<file path="config.mk">
export PLATFORM = sky130hd
export DESIGN_NAME = nto1_mux_rr
export DESIGN_NICKNAME = d
export VERILOG_FILES = /design/src/rtl/nto1_mux_rr.sv
export SDC_FILE = /design/constraint.sdc
export NUM_CORES = 1
export LEC_CHECK = 0
export CAP_MARGIN = 20
export CORE_ASPECT_RATIO = 0.9
export CORE_UTILIZATION = 53
export DETAILED_ROUTE_END_ITERATION = 10
export PLACE_DENSITY_LB_ADDON = 0.05
export SLEW_MARGIN = 10
export SYNTH_ARGS = -nofsm -noshare
export SYNTH_HDL_FRONTEND = slang
export SYNTH_SLANG_ARGS = --single-unit
</file>
<file path="constraint.sdc">
create_clock -name clk -period 4.89 [get_ports clk]
set_clock_uncertainty 0.1 [all_clocks]
set_input_delay 0.978 -clock clk [delete_from_list [all_inputs] [get_ports clk]]
set_output_delay 0.978 -clock clk [all_outputs]
set_load 0.05 [all_outputs]
</file>
<file path="src/rtl/nto1_mux_rr.sv">
// N-channel, W-bit registered selector with valid/ready handshakes.
// Supports a fixed binary select or round-robin arbitration over valid channels.
module nto1_mux_rr #(
   parameter int N = 4,
   parameter int W = 1,
   localparam int SW = (N > 1) ? $clog2(N) : 1
) (
   input  logic           clk,
   input  logic           reset,
   input  logic [N*W-1:0] in_data,
   input  logic [N-1:0]   in_valid,
   output logic [N-1:0]   in_ready,
   input  logic           mode,
   input  logic [SW-1:0]  sel,
   output logic [W-1:0]   out_data,
   output logic           out_valid,
   input  logic           out_ready,
   output logic [N-1:0]   grant,
   output logic           err
);

   localparam logic [SW:0]   NV   = (SW+1)'(N);
   localparam logic [SW-1:0] LAST = SW'(N-1);

   logic [W-1:0]  ch [N];
   logic [SW-1:0] ptr;
   logic [SW-1:0] c;
   logic [SW:0]   idx;
   logic [N-1:0]  c_oh;
   logic          chosen;
   logic          load_en;
   logic          xfer_in;

   for (genvar k = 0; k < N; k++) begin : g_ch
      assign ch[k] = in_data[k*W +: W];
   end

   // Round-robin search starts at ptr; idx is one bit wider so the mod-N wrap
   // works for N that is not a power of two.
   always_comb begin
      chosen = 1'b0;
      c      = '0;
      idx    = '0;
      if (!mode) begin
         if ({1'b0, sel} < NV) begin
            chosen = 1'b1;
            c      = sel;
         end
      end else begin
         for (int unsigned i = 0; i < N; i++) begin
            idx = {1'b0, ptr} + (SW+1)'(i);
            if (idx >= NV) idx = idx - NV;
            if (!chosen && in_valid[idx[SW-1:0]]) begin
               chosen = 1'b1;
               c      = idx[SW-1:0];
            end
         end
      end
   end

   always_comb begin
      c_oh    = '0;
      c_oh[c] = 1'b1;
   end

   assign load_en  = !out_valid || out_ready;
   assign in_ready = (chosen && load_en && !reset) ? c_oh : '0;
   assign xfer_in  = chosen && load_en && in_valid[c] && !reset;

   always_ff @(posedge clk) begin
      if (reset) begin
         out_valid <= 1'b0;
         out_data  <= '0;
         grant     <= '0;
         err       <= 1'b0;
         ptr       <= '0;
      end else begin
         // In fixed mode "no channel chosen" can only mean sel is out of range.
         err <= !mode && !chosen && load_en;
         if (xfer_in) begin
            out_data  <= ch[c];
            out_valid <= 1'b1;
            grant     <= c_oh;
            if (mode) ptr <= (c == LAST) ? '0 : c + SW'(1);
         end else if (out_valid && out_ready) begin
            out_valid <= 1'b0;
         end
      end
   end

endmodule

</file>
==> impl_metrics.ini <==
[worst_setup_path]
crit_start = in_valid[2]
crit_required_ns = 3.81
start_kind = input pin
crit_fanout = 13
reg2reg_slack_ns = 2.59
arrival_ns = 3.22
reg2reg_to = out_data
worstSetupEndpoint = in_ready[0]
worstReg2RegStart = ptr[1]
worst_r2r_path_depth = 6
critPathCaptureType = primary output
path_class = in -> out

[sta]
slew_headroom = 0.616
min_period_over_period = 0.879
setup_viol = 0
fin_setup_tns_ns = 0
maxSlewViolCount = 0
fmax_mhz = 233
worst_slew_pin_slew_ns = 0.575
setup_ws_ns = 0.593
rsz0062_at_grt = false
post-route-min-period_ns = 4.30
finalHoldViolations = 0

[synth]
synth-seq-cells = 9
synth_cells = 133
synth.avg_cell_area_um2 = 7.70
yosysSeqAreaShare = 0.176
synth-edff-count = 0
async_flop_share = 0
synth_area_um2 = 1020
ys_warn_count = 0
ys_types = 50
synthFlopType = dfxtp_1
synth_fp_nets = 151

[floorplanning]
die_w_um = 48.3
floorplan.core_area_um2 = 1730
io_pins = 25
die_area_um2 = 2110
die_h_um = 43.7
start_util = 0.590
placementRows = 14

[min_path]
hold_class = reg -> reg

[clocking]
post_cts_resized = 0
hold_buffers = 0
numCtsBuffers = 3
clockBufferDepth = 2
h-tree-depth = 1
post_cts_buffers = 0
numClockSinks = 9
cts_tree = built
insertion_delay_ns = 0.25
clk_pin_slew_ns = 0.06
root_buffer = clkbuf_4

[routing]
wl_um = 2450
first_iter_violations = 23
ant_nets = 0
firstDrtPassIters = 4
vias_per_cell = 6.06
drc = 0
vias = 1066
post_drt_wl_per_cell_um = 13.9

[run]
maxCapViolations = 0

[global_routing]
grt_pass1_wl_um = 4210
grt_max_degree = 19
grt_pass1_vias = 940
antenna_found_initial = 0
track_usage = 0.254
grt.overflow.total = 0

[place]
dp_hpwl_um = 1910
dpl_worst_slack_ns = 0.641
gp_congestion = 0.889
numPortBuffers = 24

[pwr]
cellLeakagePower_uw = 0.000468
ir_drop_uv = 228
power_density_nw_per_um2 = 216

[outcome]
status = completed

[finish]
area_growth_pct = 23.3
fin_nets = 171
drive_above_1_share = 0.151
antennaDiodeCount = 0
through the flow:
| stage | util | area, µm² | cells | power [µW] | hold WS, ns |
|---|---|---|---|---|---|
| final | 0.728 | 1260 | 176 | 273 | 0.383 |
| after global routing | 0.728 | 1260 | 176 | 292 | 0.424 |
| after CTS | 0.728 | 1260 | 176 | 274 | 0.385 |
| after detailed placement | 0.713 | 1240 | 172 | 219 | 0.377 |
| after global placement | 0.713 | 1240 | 172 | 217 | 0.362 |
| after floorplan | - | 1020 | 133 | 182 | 0.610 |
how the worst min path moves through the flow:
| stage | slack (ns) | to | cells past startpoint | from |
|---|---|---|---|---|
| after floorplan | 0.61 | grant[0] | 2 | grant[0] |
| after global placement | 0.36 | grant[0] | 2 | grant[0] |
| after detailed placement | 0.38 | grant[1] | 2 | grant[1] |
| after CTS | 0.38 | grant[1] | 2 | grant[1] |
| after global routing | 0.42 | out_valid | 2 | out_valid |
| final | 0.38 | grant[3] | 2 | grant[3] |
cell type report:
class                   instances  area (µm²)
multi-input cells             106         754
fillers                       137         472
inverters                       7        26.3
flip-flops and latches          9         180
repair buffers                 26         245
clock buffers                   4        26.3
well taps                      24        30.0
logic make-up (layout without fill, tap and decap cells):
kind of cell	count (synthesis)	count (layout)	share of synthesized area
mux	7	7	0.0685
fa+ha+maj	4	4	0.0489
buf+inv	18	37	0.0868
flops	9	9	0.176
other cells	1	1	0.00366
compound gates	42	42	0.309
simple gates	52	52	0.307
sequential cells by signal, indices dropped and copies added, names as in the netlist:
name,count
err,1
ptr,2
out_data,1
grant,4
out_valid,1
power by group:
group	internal [µW]	total [µW]	switching [µW]	leakage [µW]
combinational	53.6	132	78.1	0.000379
clock	31.3	54.2	23.0	0.0000150
sequential	79.5	87.1	7.60	0.0000739
worst max-delay path, stage by stage:
cell and delay, ns:
clkdlybuf4s50_1 0.63, or2_2 0.42, o221ai_1 0.24, nand2_1 0.12
a31o_2 0.27, inv_1 0.08, ha_1 0.17, and2_1 0.13
buf_4 0.19
synthesized netlist by cell type (4+ instances only):
cell type | number | area (µm²)
buf_2 | 5 | 25.0
and2_1 | 5 | 31.3
dfxtp_1 | 9 | 180
nor2b_1 | 4 | 25.0
a21oi_1 | 7 | 35.0
nor2_1 | 14 | 52.6
inv_1 | 4 | 15.0
nand2_1 | 4 | 15.0
ha_1 | 4 | 50.1
nand3_1 | 6 | 30.0
mux2i_1 | 7 | 70.1
o21ai_0 | 10 | 50.1
routing by layer:
metal	track usage	up-vias	wire, µm
met5	0	-	0
met4	0.0529	0	17
met3	0.0526	2	158
met2	0.414	46	1090
met1	0.351	486	1180
li1	-	532	-
placed cells by master (no fill, tap or decap), types with 4 or more instances in the layout:
cell type,instances
buf_4,6
ha_1,4
mux2i_1,7
nand3_1,6
inv_1,4
nor2_1,14
and2_1,5
o21ai_0,10
clkdlybuf4s50_1,20
a21oi_1,7
dfxtp_1,9
nand2_1,4
nor2b_1,4
Power figures use the tool's default switching activity.
==> RTL edit 1: new RTL, same flow settings <==
Set the parameter `N` to 8 (it was 4).
--- a/src/rtl/nto1_mux_rr.sv
+++ b/src/rtl/nto1_mux_rr.sv
@@ -2,5 +2,5 @@
 // Supports a fixed binary select or round-robin arbitration over valid channels.
 module nto1_mux_rr #(
-   parameter int N = 4,
+   parameter int N = 8,
    parameter int W = 1,
    localparam int SW = (N > 1) ? $clog2(N) : 1
Interface: changed (5 resized); port bits go from 25 to 42. No check against the original RTL was run, so the function may have changed too.
==> RTL edit 1 against the original RTL <==
Area after synthesis is 120% higher. Sequential cell count up 5. Clock power increased by 67%. Wire length grew to 2.9 times the old value. Setup slack worse by 430 ps. Design area increased to 2.6 times the old value. Power grew to 3.7 times the old value. Sequential share of layout area decreased by 5.7 points. Core utilization up 6.7 points.
==> RTL edit 1: results (changes against the original RTL) <==
[clock_tree]
cts.repair.resized = 17  ; +17
cts_buffers = 3  ; unchanged
post_cts_buffers = 6  ; +6
ctsHtreeMaxLevel = 1  ; unchanged
cts-root-buf = clkbuf_8
clk_path_buf_depth = 2  ; unchanged

[hold_path]
min_path_cells = 2  ; unchanged
min_path_type = reg -> reg
min_to = grant[1]$_SDFFE_PP0P_
hold_path_startpoint = grant[1]$_SDFFE_PP0P_

[place]
port_buffers = 41  ; +71%
gp_congestion = 0.960  ; +8.0%
dp_hpwl_mm = 5.46  ; +190%

[grt]
grt_antenna_before_repair = 0  ; unchanged
use_met1 = 0.471  ; +0.120
grt_pass1_vias = 2401  ; +160%
use_met3 = 0.0773  ; +0.0247
use_met2 = 0.506  ; +0.0919
grt_max_degree = 27  ; +8
grt_pass1_wl_mm = 11.8  ; +180%
track_usage = 0.327  ; +0.0726

[critical_path]
worstPathMaxFanout = 9  ; -4
r2r_start = ptr[1]$_SDFFE_PP0P_
cp_data_arrival_time_ps = 3650  ; +430 ps
path_delay_family = simple AND/OR/NAND/NOR gates
reg2regPathDepth = 17  ; +11
cpPeakStageDelay_ps = 570  ; -60 ps
rrSetupSlack_ps = 710  ; -1880 ps
r2r_end = grant[7]$_SDFFE_PP0P_
crit_end = in_ready[1]
cp-startpoint = in_valid[7]
cp_slowest_cell = mux4_2

[synthesis]
synth.distinct_cells = 73  ; +46%
ys_top_cells_by_count = 29 x nand2_1, 23 x nor2_1, 21 x mux2i_1
synth_area_leaders = dfxtp_1 12%, mux4_2 12%, mux2i_1 9.2%
syn-num-nets = 298  ; +97%
synthFlopType = dfxtp_1
yosysSeqAreaShare = 0.122  ; -0.0536

[cells_and_area]
top_regs = grant x8, ptr x3
antenna_cells = 0  ; unchanged
drive_above_1_share = 0.359  ; +0.207
final_nets = 383  ; +120%

[detailed_routing]
drt_wl_total_mm = 7.01  ; +190%
wl_met3_um = 690  ; +340%
wl_met1_mm = 3.10  ; +160%
first_pass_iters = 5  ; +1
highest_layer = met4
routed-via-count = 2515  ; +140%
first_iter_violations = 222  ; +870%
wl_met2_mm = 3.15  ; +190%

[power]
internal_power_uw = 550  ; +230%
p_leak_nw = 1.32  ; +180%
ir_worst_vdd_uv = 142  ; -38%

[timing]
whs_ps = 380  ; -3.00 ps
maxSlewHeadroom = 0.627  ; +0.0107

[status]
status = finished, final reports clean

-- RTL edit 1: cell count changes after synthesis, moves of 4 or more --
cell / change
and3_1: +5
clkbuf_1: +7
dfxtp_1: +5
inv_1: +4
mux2_2: +5
mux2i_1: +14
mux4_2: +12
nand2_1: +25
nand2b_1: +9
nand3_1: +7
nor2_1: +9
o21ai_0: -6
o21ai_1: +4
-- RTL edit 1: stage by stage --
| stage | std cells | util | instance area [sq um] | setup slack, ps |
|---|---|---|---|---|
| 2_1_floorplan | 271 | - | 2290 | 106 |
| 3_3_place_gp | 391 | 0.761 | 3120 | -166 |
| 3_5_place_dp | 391 | 0.761 | 3120 | -197 |
| 4_1_cts | 400 | 0.788 | 3230 | 30.5 |
| 5_1_grt | 402 | 0.795 | 3260 | 22.3 |
| 6_report | 402 | 0.795 | 3260 | 161 |
-- RTL edit 1: power by group through the flow --
stage,combinational [mW],sequential [mW],clock (mW)
4_1_cts,0.764,0.137,0.0917
6_report,0.788,0.137,0.0905
3_3_place_gp,0.728,0.139,0
5_1_grt,0.842,0.139,0.0999
3_5_place_dp,0.739,0.139,0
2_1_floorplan,0.448,0.180,0
-- RTL edit 1: logic make-up after synthesis --
| logic type | count (synthesis) | synth area share |
|---|---|---|
| compound gates | 68 | 0.268 |
| xor+xnor | 2 | 0.0159 |
| fa+ha+maj | 4 | 0.0219 |
| buf+inv | 30 | 0.0634 |
| flops | 14 | 0.122 |
| mux | 40 | 0.244 |
| other cells | 1 | 0.00164 |
| simple gates | 112 | 0.262 |
-- RTL edit 1: layout make-up --
| class | count | area (sq um) |
|---|---|---|
| clock buffers | 3 | 41.3 |
| fillers | 295 | 840 |
| inverters | 10 | 37.5 |
| multi-input cells | 227 | 1920 |
| flip-flops and latches | 14 | 280 |
| well taps | 48 | 60.1 |
| repair buffers | 100 | 923 |
==> RTL edit 2: new RTL, same settings <==
Made on the original files. Make the reset (`reset`) asynchronous in one clocked block.
--- a/src/rtl/nto1_mux_rr.sv
+++ b/src/rtl/nto1_mux_rr.sv
@@ -68,5 +68,5 @@
    assign xfer_in  = chosen && load_en && in_valid[c] && !reset;
 
-   always_ff @(posedge clk) begin
+   always_ff @(posedge clk or posedge reset) begin
       if (reset) begin
          out_valid <= 1'b0;
Behaviour: differs if reset is asserted again (counterexample within 4 cycles, from zero or initial values and one cycle with reset high); with reset held inactive, the same outputs for 10 cycles.
==> RTL edit 2 against the original RTL <==
Power rose by 91%. Sequential cell count unchanged. Via count is 39% lower. Area after synthesis shrank 27%. Setup slack got worse by 370 ps. Sequential power is 57% higher. Design area is 18% lower. Sequential share of layout area increased by 7.4 points. Wire length shrank 31%. Highest routed layer unchanged.
==> RTL edit 2: results (changes against the original RTL) <==
[grt]
use_met3 = 0.101  ; +0.0488
track_usage = 0.251  ; -0.00337
grt_pass1_wl_mm = 2.72  ; -35%
grt_max_degree = 12  ; -7
use_met2 = 0.445  ; +0.0312
grt_pass1_vias = 602  ; -36%
use_met1 = 0.270  ; -0.0808

[power]
pwr-share-comb = 0.629  ; +0.147
p_leak_nw = 0.453  ; -3.3%
pg_comb_uw = 328  ; +150%
ir_worst_vdd_uv = 283  ; +24%
power_switching_share = 0.470  ; +0.0722
seq_power_uw = 137  ; +57%

[hold_path]
min_path_type = reg -> reg

[place]
dp_hpwl_mm = 1.37  ; -28%
placed_cells = 110  ; -36%
gp_congestion = 0.845  ; -4.9%
preCtsSetupSlack_ps = 254  ; -387 ps
placed_area_sq_um = 1010  ; -18%

[status]
status = finished, final reports clean

[detailed_routing]
wl_met3_um = 91  ; -42%
drt_wl_total_mm = 1.69  ; -31%
wl_met1_um = 744  ; -37%
first_iter_violations = 13  ; -43%
wl_met2_um = 839  ; -23%

[critical_path]
reg2regPathDepth = 7  ; +1
worstPathMaxFanout = 8  ; -5

[clock_tree]
cts-root-buf = clkbuf_4

[synthesis]
yosysSeqAreaShare = 0.300  ; +0.123
synth.distinct_cells = 37  ; -26%
ys_top_cells_by_count = 9 x dfrtp_1, 6 x nand2_1, 5 x mux2_1
synth_area_per_cell_sq_um = 10.6  ; +38%
synth_area_leaders = dfrtp_1 30%, mux2_1 7.5%, ha_1 6.7%
async_reset_ff_frac = 1.00  ; +1.00

[cells_and_area]
drive_above_1_share = 0.210  ; +0.0587
final_nets = 119  ; -30%

[timing]
tightest_slew_ps = 499  ; -76.1 ps

## RTL edit 2: cell count changes after synthesis, moves of 4 or more
| cell | before | now |
|---|---|---|
| nor2_1 | 14 | 1 |
| mux2_1 | 0 | 5 |
| o21ai_0 | 10 | 0 |
| dfrtp_1 | 0 | 9 |
| nand3_1 | 6 | 1 |
| mux2i_1 | 7 | 1 |
| buf_2 | 5 | 1 |
| dfxtp_1 | 9 | 0 |
| a21oi_1 | 7 | 2 |
## RTL edit 2: kinds of logic after synthesis
logic type,Yosys count,synth area share
AND/OR/NAND/NOR,25,0.196
AO/OA/AOI/OAI,14,0.201
multiplexers,11,0.193
flip-flops,9,0.300
buffers and inverters,7,0.0382
adder cells (fa/ha/maj),4,0.0666
other,1,0.00499
## RTL edit 2: path summary, 6_finish.rpt
kind                                             end                  from  slack, ps
min in group asynchronous       grant[2]$_DFFE_PP0P_                 reset        810
worst min register to register  grant[1]$_DFFE_PP0P_  grant[1]$_DFFE_PP0P_        390
worst max-delay path                     in_ready[2]           in_valid[2]        220
max in group asynchronous         ptr[0]$_DFFE_PP0P_                 reset       3530
worst max register to register  out_data$_DFFE_PP0P_    ptr[1]$_DFFE_PP0P_       2320
worst min-delay path            grant[1]$_DFFE_PP0P_  grant[1]$_DFFE_PP0P_        390
## RTL edit 2: cell type report
type	instances	area, sq um
Clock buffer	4	26.3
Fill cell	84	235
Inverter	5	18.8
Multi-Input combinational cell	55	498
Sequential cell	9	225
Tap cell	14	17.5
Timing Repair Buffer	27	255
## RTL edit 2: critical path, stage by stage
cell and delay, ps:
clkdlybuf4s50_1 530, or2_1 320, o221a_1 230, o221ai_1 270, nand2_1 190, ha_1 230, and2_1 140, clkdlybuf4s50_1 700
